[src/rtl/mq_pkg.sv]
// ---------------------------------------------------------------------------
// mq_pkg
//   Shared types and constants for the MQ-coder byte-out stage.
//   - mq_state_t : codeword lifecycle (IDLE -> RUN -> FLUSH -> DRAIN -> IDLE)
//   - CT_STUFF / CT_NORM : CT reload values after a stuffed / normal byte
//   - BYTE_FF / BYTE_FE  : marker byte values used by the stuffing logic
// ---------------------------------------------------------------------------
package mq_pkg;

  typedef enum logic [1:0] {
    IDLE  = 2'd0,
    RUN   = 2'd1,
    FLUSH = 2'd2,
    DRAIN = 2'd3
  } mq_state_t;

  localparam logic [3:0] CT_STUFF = 4'd7;
  localparam logic [3:0] CT_NORM  = 4'd8;
  localparam logic [7:0] BYTE_FF  = 8'hFF;
  localparam logic [7:0] BYTE_FE  = 8'hFE;

endpackage

[src/rtl/mq_byte_fifo.sv]
// ---------------------------------------------------------------------------
// mq_byte_fifo
//   Synchronous byte FIFO with an occupancy count and a registered head.
//   Storage is a plain array (RAM-inferable); the head register is loaded
//   with the entry that will be at the head after this cycle's pop, so
//   consecutive entries stream out with no bubble.
//
// Ports
//   clk        in   clock
//   rst        in   asynchronous active-low reset (empties the FIFO)
//   push       in   write push_data (ignored when full)
//   push_data  in   byte to write
//   pop        in   consume head (ignored when empty)
//   head_data  out  registered head byte
//   head_valid out  FIFO not empty
//   count      out  number of stored entries (0..DEPTH)
// ---------------------------------------------------------------------------
module mq_byte_fifo #(
  parameter int DEPTH = 8
) (
  input  logic                     clk,
  input  logic                     rst,
  input  logic                     push,
  input  logic [7:0]               push_data,
  input  logic                     pop,
  output logic [7:0]               head_data,
  output logic                     head_valid,
  output logic [$clog2(DEPTH):0]   count
);

  localparam int AW = $clog2(DEPTH);

  logic [7:0]    mem [DEPTH];
  logic [AW-1:0] wr_ptr_reg;
  logic [AW-1:0] rd_ptr_reg;
  logic [AW-1:0] rd_ptr_next;
  logic [AW:0]   count_reg;
  logic [AW:0]   count_next;
  logic [7:0]    head_reg;
  logic [7:0]    head_next;
  logic          do_push;
  logic          do_pop;

  always_comb begin
    do_push     = push && (count_reg != (AW+1)'(DEPTH));
    do_pop      = pop && (count_reg != '0);
    rd_ptr_next = rd_ptr_reg + AW'(do_pop);
    count_next  = count_reg + (AW+1)'(do_push) - (AW+1)'(do_pop);
    // When the FIFO is (or is about to become) empty, the byte written this
    // cycle becomes the new head; the array still holds stale data at that
    // address, so forward the write data straight into the head register.
    if (do_push && ((count_reg - (AW+1)'(do_pop)) == '0)) begin
      head_next = push_data;
    end else begin
      head_next = mem[rd_ptr_next];
    end
  end

  always_ff @(posedge clk) begin
    if (do_push) begin
      mem[wr_ptr_reg] <= push_data;
    end
  end

  always_ff @(posedge clk or negedge rst) begin
    if (!rst) begin
      wr_ptr_reg <= '0;
      rd_ptr_reg <= '0;
      count_reg  <= '0;
      head_reg   <= '0;
    end else begin
      wr_ptr_reg <= wr_ptr_reg + AW'(do_push);
      rd_ptr_reg <= rd_ptr_next;
      count_reg  <= count_next;
      head_reg   <= head_next;
    end
  end

  assign head_data  = head_reg;
  assign head_valid = (count_reg != '0);
  assign count      = count_reg;

endmodule

[src/rtl/mq_byte_out_buf.sv]
// ---------------------------------------------------------------------------
// mq_byte_out_buf
//   MQ-coder byte-out stage. Holds the pending output byte B, applies the
//   BYTEOUT algorithm (carry into B, 0xFF bit stuffing, C masking and CT
//   reload) and queues committed bytes in a FIFO drained by a valid/ready
//   stream towards the codestream packer.
//
// Ports
//   clk          in   clock
//   rst          in   asynchronous active-low reset
//   enc_start    in   pulse in IDLE: start a codeword
//   bo_valid     in   byteout request from renormalisation
//   bo_ready     out  byteout accepted this cycle
//   c_in         in   C register at byteout time
//   c_out        out  masked C (combinational; c_in when no byteout active)
//   ct_out       out  CT reload value, 7 after a stuffed byte, else 8
//   flush_valid  in   end-of-codeword request
//   flush_ready  out  flush accepted this cycle
//   out_valid    out  FIFO head valid
//   out_ready    in   consumer takes the head
//   out_byte     out  FIFO head byte
//   byte_cnt     out  bytes pushed since enc_start (wraps)
//   b_ff / b_fe  out  pending B equals 0xFF / 0xFE
//   done         out  pulse: codeword flushed and FIFO drained
// ---------------------------------------------------------------------------
module mq_byte_out_buf
  import mq_pkg::*;
#(
  parameter int C_W           = 28,
  parameter int FIFO_DEPTH    = 8,
  parameter int CNT_W         = 16,
  parameter int DROP_TRAIL_FF = 1
) (
  input  logic             clk,
  input  logic             rst,
  input  logic             enc_start,
  input  logic             bo_valid,
  output logic             bo_ready,
  input  logic [C_W-1:0]   c_in,
  output logic [C_W-1:0]   c_out,
  output logic [3:0]       ct_out,
  input  logic             flush_valid,
  output logic             flush_ready,
  output logic             out_valid,
  input  logic             out_ready,
  output logic [7:0]       out_byte,
  output logic [CNT_W-1:0] byte_cnt,
  output logic             b_ff,
  output logic             b_fe,
  output logic             done
);

  localparam int FIFO_AW = $clog2(FIFO_DEPTH);

  mq_state_t        state_reg;
  mq_state_t        state_next;
  logic [7:0]       b_reg;
  logic             b_valid_reg;
  logic [CNT_W-1:0] byte_cnt_reg;

  logic [FIFO_AW:0] fifo_count;
  logic             fifo_push;
  logic [7:0]       fifo_push_data;

  logic             base_ready;
  logic             bo_fire;
  logic             flush_fire;
  logic             carry;
  logic [7:0]       b_inc;
  logic             stuff;
  logic [7:0]       b_new;
  logic             drop_trail;

  // -------------------------------------------------------------------------
  // Handshakes. A byteout always wins over a simultaneous flush, so the
  // flush is held off (flush_ready low) until the byteout has gone through.
  // -------------------------------------------------------------------------
  assign base_ready  = (state_reg == RUN) && (fifo_count < (FIFO_AW+1)'(FIFO_DEPTH));
  assign bo_ready    = base_ready;
  assign flush_ready = base_ready && !bo_valid;
  assign bo_fire     = bo_valid && base_ready;
  assign flush_fire  = flush_valid && flush_ready;

  assign b_ff = b_valid_reg && (b_reg == BYTE_FF);
  assign b_fe = b_valid_reg && (b_reg == BYTE_FE);

  // -------------------------------------------------------------------------
  // BYTEOUT datapath.
  // A stuff is needed when the byte being committed is (or becomes, through
  // the carry) 0xFF: the next byte then carries only 7 data bits.
  // -------------------------------------------------------------------------
  always_comb begin
    carry = c_in[C_W-1];
    b_inc = b_reg + 8'd1;
    stuff = b_ff || (carry && (b_inc == BYTE_FF));

    if (stuff) begin
      // Top bit of the 8-bit field is the carry; it has already been folded
      // into the committed byte, so it is cleared here.
      b_new = {c_in[C_W-1] & ~carry, c_in[C_W-2:C_W-8]};
    end else begin
      b_new = c_in[C_W-2:C_W-9];
    end

    c_out  = c_in;
    ct_out = CT_NORM;
    if (bo_valid && (state_reg == RUN)) begin
      if (stuff) begin
        c_out  = {{8{1'b0}}, c_in[C_W-9:0]};
        ct_out = CT_STUFF;
      end else begin
        c_out  = {{9{1'b0}}, c_in[C_W-10:0]};
        ct_out = CT_NORM;
      end
    end
  end

  // -------------------------------------------------------------------------
  // FIFO write side. The very first byteout of a codeword has no pending
  // byte to commit, so its carry has nowhere to go and is dropped.
  // -------------------------------------------------------------------------
  assign drop_trail = (DROP_TRAIL_FF != 0) && (b_reg == BYTE_FF);

  always_comb begin
    fifo_push      = 1'b0;
    fifo_push_data = b_reg;
    if (bo_fire) begin
      fifo_push      = b_valid_reg;
      fifo_push_data = carry ? b_inc : b_reg;
    end else if (flush_fire) begin
      fifo_push      = b_valid_reg && !drop_trail;
      fifo_push_data = b_reg;
    end
  end

  mq_byte_fifo #(
    .DEPTH (FIFO_DEPTH)
  ) u_fifo (
    .clk        (clk),
    .rst        (rst),
    .push       (fifo_push),
    .push_data  (fifo_push_data),
    .pop        (out_ready),
    .head_data  (out_byte),
    .head_valid (out_valid),
    .count      (fifo_count)
  );

  // -------------------------------------------------------------------------
  // Pending byte and committed-byte counter
  // -------------------------------------------------------------------------
  always_ff @(posedge clk or negedge rst) begin
    if (!rst) begin
      b_reg        <= '0;
      b_valid_reg  <= 1'b0;
      byte_cnt_reg <= '0;
    end else if ((state_reg == IDLE) && enc_start) begin
      b_reg        <= '0;
      b_valid_reg  <= 1'b0;
      byte_cnt_reg <= '0;
    end else begin
      if (bo_fire) begin
        b_reg       <= b_new;
        b_valid_reg <= 1'b1;
      end else if (flush_fire) begin
        b_valid_reg <= 1'b0;
      end
      if (fifo_push) begin
        byte_cnt_reg <= byte_cnt_reg + CNT_W'(1);
      end
    end
  end

  assign byte_cnt = byte_cnt_reg;

  // -------------------------------------------------------------------------
  // Codeword FSM
  // -------------------------------------------------------------------------
  always_ff @(posedge clk or negedge rst) begin
    if (!rst) begin
      state_reg <= IDLE;
    end else begin
      state_reg <= state_next;
    end
  end

  always_comb begin
    state_next = state_reg;
    done       = 1'b0;
    case (state_reg)
      IDLE: begin
        if (enc_start) begin
          state_next = RUN;
        end
      end
      RUN: begin
        if (flush_fire) begin
          state_next = FLUSH;
        end
      end
      FLUSH: begin
        state_next = DRAIN;
      end
      DRAIN: begin
        if (fifo_count == '0) begin
          done       = 1'b1;
          state_next = IDLE;
        end
      end
      default: begin
        state_next = IDLE;
      end
    endcase
  end

endmodule

[config.mk]
export PLATFORM = sky130hd
export DESIGN_NAME = mq_byte_out_buf
export DESIGN_NICKNAME = d
export VERILOG_FILES = /design/src/rtl/mq_pkg.sv /design/src/rtl/mq_byte_fifo.sv /design/src/rtl/mq_byte_out_buf.sv
export SDC_FILE = /design/constraint.sdc
export NUM_CORES = 1
export LEC_CHECK = 0
export CORE_MARGIN = 5
export CORE_UTILIZATION = 48
export CTS_BUF_LIST = sky130_fd_sc_hd__clkbuf_4
export DETAILED_ROUTE_END_ITERATION = 8
export HOLD_SLACK_MARGIN = 0.15
export PLACE_DENSITY = 0.74
export SLEW_MARGIN = 20
export SYNTH_ARGS = -nofsm -noshare
export SYNTH_HDL_FRONTEND = slang
export SYNTH_SLANG_ARGS = --single-unit
[constraint.sdc]
create_clock -name clk -period 7.1 [get_ports clk]
set_clock_uncertainty 0.05 [all_clocks]
set_input_delay 1.775 -clock clk [delete_from_list [all_inputs] [get_ports clk]]
set_output_delay 1.775 -clock clk [all_outputs]
set_load 0.03 [all_outputs]
Yosys cells after proc, flatten, opt, wreduce, memory -nomap -nowiden

Memories as Yosys holds them, arrays and structs flattened.
Cells that the tools add are included.

Register bits after elaboration: 45
Bits in writable memories: 64
Bits of input ports: 34
Output and inout bits: 62
Word-level logic and storage cells: 76
Memories kept: 1

Memories:

| name       | words | bits a word | rd ports | clocked after memory_dff | wr ports | RTL line           | RTL |
|---|---|---|---|---|---|---|---|
| u_fifo.mem | 8     | 8           | 1        | 0                        | 1        | mq_byte_fifo.sv:33 | `logic [7:0] mem [DEPTH];` |

$add $sub $neg: 7
Magnitude comparators: 1
Eq/ne operators: 10
Mux-type cells: 25
Reduce and logical (&&, ||, !) cells: 24

Operators with widths:

| kind                    | number |
|---|---|
| $mux W8                 | 6 |
| $mux W16                | 2 |
| $mux W28                | 1 |
| $eq A8 B8 Y1 const B    | 3 |
| $mux W20                | 1 |
| $add A16 B1 Y16 const B | 1 |
| $logic_and A1 B1 Y1     | 13 |
| $mux W1                 | 9 |
| $add A8 B1 Y8 const B   | 1 |
| $logic_not A4 Y1        | 2 |
| $mux W4                 | 2 |
| $pmux W2 S4             | 1 |
| $sub A4 B1 Y4           | 2 |
| $add A3 B1 Y3           | 2 |
| $mux W2                 | 3 |
| $ne A2 B2 Y1 const B    | 3 |
| $add A4 B1 Y4           | 1 |
| $eq A2 B2 Y1 const B    | 2 |
| $lt A4 B4 Y1 const B    | 1 |
| $ne A4 B4 Y1 const B    | 1 |
| $reduce_bool A2 Y1      | 2 |
| $reduce_bool A4 Y1      | 1 |
| $reduce_and A3 Y1       | 1 |
| $reduce_bool A3 Y1      | 1 |
| other kinds (4)         | 5 |

Logic depth before layout (Yosys ltp)

Depth after elaboration: 9
Gate-level depth with buffers: 11
Gate-level depth less buffers: 11

Modules after synthesis

From an unflattened synthesis, not the netlist that was laid out.

Cell total of the unflattened synthesis: 442
Area total of the unflattened synthesis: 5504.0 um^2

By module, submodules not included:

| module          | instances | cells an instance | area an instance (um^2) | sequential area each (um^2) |
|---|---|---|---|---|
| mq_byte_fifo    | 1         | 188               | 3414.5                  | 2372.3 |
| mq_byte_out_buf | 1         | 254               | 2089.5                  | 675.6 |

Worst setup path after synthesis

OpenSTA, ideal clock, no wires.

Path kind: input-to-output
From: in bo_valid
To: out ct_out[3]
Arrival time: 3.139 ns
Required time: 5.275 ns
Setup slack: 2.136 ns
Cell stages on the path: 3
Path buffers: 0
Cells stage by stage: nand2_1 nor3_1 inv_1

Longest elaborated chain between the ends: 2

Ends and longest elaborated chain:

| element             | RTL line               | RTL |
|---|---|---|
| from (decl)         | mq_byte_out_buf.sv:37  | `input logic bo_valid,` |
| $logic_and A1 B1 Y1 | mq_byte_out_buf.sv:107 | `if (bo_valid && (state_reg == RUN)) begin` |
| $mux W4             | mq_byte_out_buf.sv:107 |  |
| to (decl)           | mq_byte_out_buf.sv:41  | `output logic [3:0] ct_out,` |

No other way between the ends.

Worst setup path in the final report

From: in bo_valid
To: out ct_out[0]

The elaborated chain is that of the path after synthesis.

==> flow_metrics.py <==
metrics = {
    "sta": {
        "hold_ws_ns": 0.543,
        "slew_headroom_pct": 34.1,
        "fin_crit_ns": 5.55,
        "fin_ws_ns": 1.55,
        "tns_ns": 0,
        "tightest_slew_ns": 0.986,
        "finalSetupViolCount": 0,
        "rsz0062_at_grt": "false",
        "finalCritPeriodShare_pct": 78.2,
        "final_max_slew_viol_count": 0,
        "fmax_mhz": 180,
        "hold_viol_final": 0,
    },
    "detailed_routing": {
        "drc": 0,
        "routedWlPerCell_um": 18.0,
        "wl_um": 10400,
        "drt_iter0_markers": 216,
        "avgViaCountPerCell": 5.66,
        "num_vias": 3269,
        "ant_nets": 0,
        "drtPass1Iterations": 4,
    },
    "yosys": {
        "netlist_instances": 397,
        "yosys_warnings": 0,
        "synth_common_cells": "edfxtp_1 (64), dfrtp_1 (45), nor2_1 (35), buf_4 (24), xnor2_1 (21)",
        "syn_area_mm2": 0.00532,
        "postSynthAreaPerCell_um2": 13.4,
        "synth.most_common_cell": "edfxtp_1",
        "synth_top_area_share_pct": 36.2,
        "yosysSeqAreaShare_pct": 57.3,
        "synth-edff-count": 64,
        "ys_types": 47,
        "ys_top_cells_by_area": "edfxtp_1 (36%), dfrtp_1 (21%), mux4_2 (6.8%), ha_1 (4.7%), xnor2_1 (3.5%)",
        "synthArstFlopShare_pct": 41.3,
        "ys_ff_latch": 109,
        "yosys.area.top_type": "edfxtp_1",
        "syn-num-nets": 452,
        "synth-main-ff-cell": "edfxtp_1",
    },
    "clocking": {
        "cts.sinks": 109,
        "cts_hold_buf": 0,
        "cts_inserted_buffers": 9,
        "path_clk_slew_ns": 0.16,
        "clk_path_buf_depth": 2,
        "post_cts_buffers": 0,
        "cts_resized": 0,
        "cts_root_buffer": "clkbuf_4",
        "insertion_delay_ns": 0.47,
        "cts_max_level": 3,
        "cts_tree": "built",
    },
    "hold_path": {
        "hold_class": "reg2reg",
        "hp-start": "byte_cnt[13]",
        "whs_endpoint": "byte_cnt[13]",
        "hold_depth": 2,
    },
    "run": {
        "cap_violations": 0,
    },
    "power_and_ir_drop": {
        "max-vdd-ir-drop_mv": 0.219,
        "leakage_nw": 2.26,
        "power_mw": 2.16,
        "power_density_mw_per_mm2": 356,
    },
    "critical_path": {
        "worstSetupPathType": "in2out",
        "crit_family": "buffers and inverters",
        "path_common_cell": "clkdlybuf4s50_1",
        "crit_required_ns": 5.28,
        "rrSetupSlack_ns": 3.93,
        "worstSetupEndpointType": "output pin",
        "cp_cell_sequence": "clkdlybuf4s50_1 > nand2_1 > nor3_1 > clkdlybuf4s50_1",
        "cp_slowest_cell": "clkdlybuf4s50_1",
        "critPathArrivalTime_ns": 3.73,
        "critical_path_buf_inv_count": 2,
        "crit_fanout": 10,
        "r2r_start": "u_fifo.count[2]",
        "reg2reg_to": "u_fifo.head_data[1]",
        "critPathLaunchType": "input pin",
        "critPathMaxStageDelay_ns": 0.76,
        "rr_worst_depth": 9,
    },
    "placed_design": {
        "post-dp-hpwl_um": 6960,
        "gp_congestion": 0.790,
        "numPortBuffers": 57,
        "place_ws_ns": 1.55,
    },
    "floorplan": {
        "fp.dieW_um": 115,
        "ioPinCount": 96,
        "die_h_um": 115,
        "initial_utilization_pct": 49.0,
        "rows": 38,
        "core_area_mm2": 0.0108,
        "die_area_mm2": 0.0133,
    },
    "cells_and_area": {
        "syn_to_final_growth_pct": 13.9,
        "largest_reg_flops": 64,
        "drive_gt1_share_pct": 14.6,
        "final_util_pct": 55.9,
        "n_antenna_cell": 0,
        "final_nets": 488,
    },
    "grt": {
        "grt_pass1_vias": 3361,
        "grt_usage_pct": 17.0,
        "antenna_found_initial": 0,
        "overflow": 0,
        "grt_max_degree": 46,
        "grt_pass1_wl_um": 17200,
    },
    "outcome": {
        "status": "completed",
    },
}
[worst min-delay path: cells and delay by family, from the launching register on]
| family | cells | cell delay [ns] |
|---|---|---|
| xor gates and xnor gates | 1 | 0.13 |
| and+or+nand+nor | 1 | 0.04 |
| DFF | 1 | 0.42 |
[area by class of cell]
class / instances / area, µm²
clock buffers: 12 / 90.1
clock inverters: 4 / 98.8
fillers: 907 / 4790
inverters: 15 / 56.3
multi-input cells: 235 / 1970
flip-flops and latches: 109 / 3050
well taps: 140 / 175
repair buffers: 63 / 613
[routing by layer]
layer / up-vias / wire length (µm) / GRT usage (%) / share of wire [%]
li1: 1503 / - / - / -
met1: 1640 / 4580 / 22.0 / 44
met2: 111 / 4990 / 27.6 / 48
met3: 15 / 636 / 4.95 / 6.1
met4: 0 / 175 / 5.56 / 1.7
met5: - / 0 / 0 / 0
[placed cells by master, fill, tap and decap left out, types with 6 or more instances in the layout]
cell type,netlist,routed
inv_1,15,15
o22ai_1,7,7
mux2_2,16,16
ha_1,20,19
edfxtp_1,64,64
mux4_2,16,16
nand3_1,14,14
nand4_1,6,6
o221a_1,7,7
and2_1,11,11
clkbuf_4,0,12
buf_4,24,7
nor2_1,35,35
dfrtp_1,45,45
nor3_1,6,6
clkdlybuf4s50_1,0,56
xor2_1,9,9
a21oi_1,11,11
xnor2_1,21,21
nand2_1,19,19
[power by group]
part / switching, mW / internal, mW / total (mW)
logic: 0.449 / 0.419 / 0.868
registers: 0.0855 / 0.814 / 0.899
clock network: 0.198 / 0.191 / 0.389
total: 0.733 / 1.42 / 2.16
[logic make-up after synthesis]
group | count (synthesis) | synth area share, %
and+or+nand+nor | 111 | 10.9
buffers and inverters | 53 | 5.67
AOI/OAI and AO/OA | 41 | 5.91
xor gates and xnor gates | 30 | 4.94
adders and majority gates | 21 | 5.08
DFF | 109 | 57.3
muxes | 32 | 10.2
[worst max path at each step]
| stage | startpoint | end | slack, ns | cells after the start |
|---|---|---|---|---|
| floorplan | bo_valid | ct_out[3] | 2.14 | 3 |
| global placement | bo_valid | ct_out[0] | 1.63 | 4 |
| finish | bo_valid | ct_out[0] | 1.55 | 4 |
| CTS | bo_valid | ct_out[0] | 1.53 | 4 |
| detailed placement | bo_valid | ct_out[0] | 1.55 | 4 |
| global route | bo_valid | ct_out[0] | 1.37 | 4 |
[stage by stage]
stage	std cells	instance area [µm²]
after floorplan	397	5320
after global placement	562	5860
after detailed placement	562	5860
after CTS	578	6050
after global routing	578	6050
final	578	6050
Power figures use the tool's default switching activity.
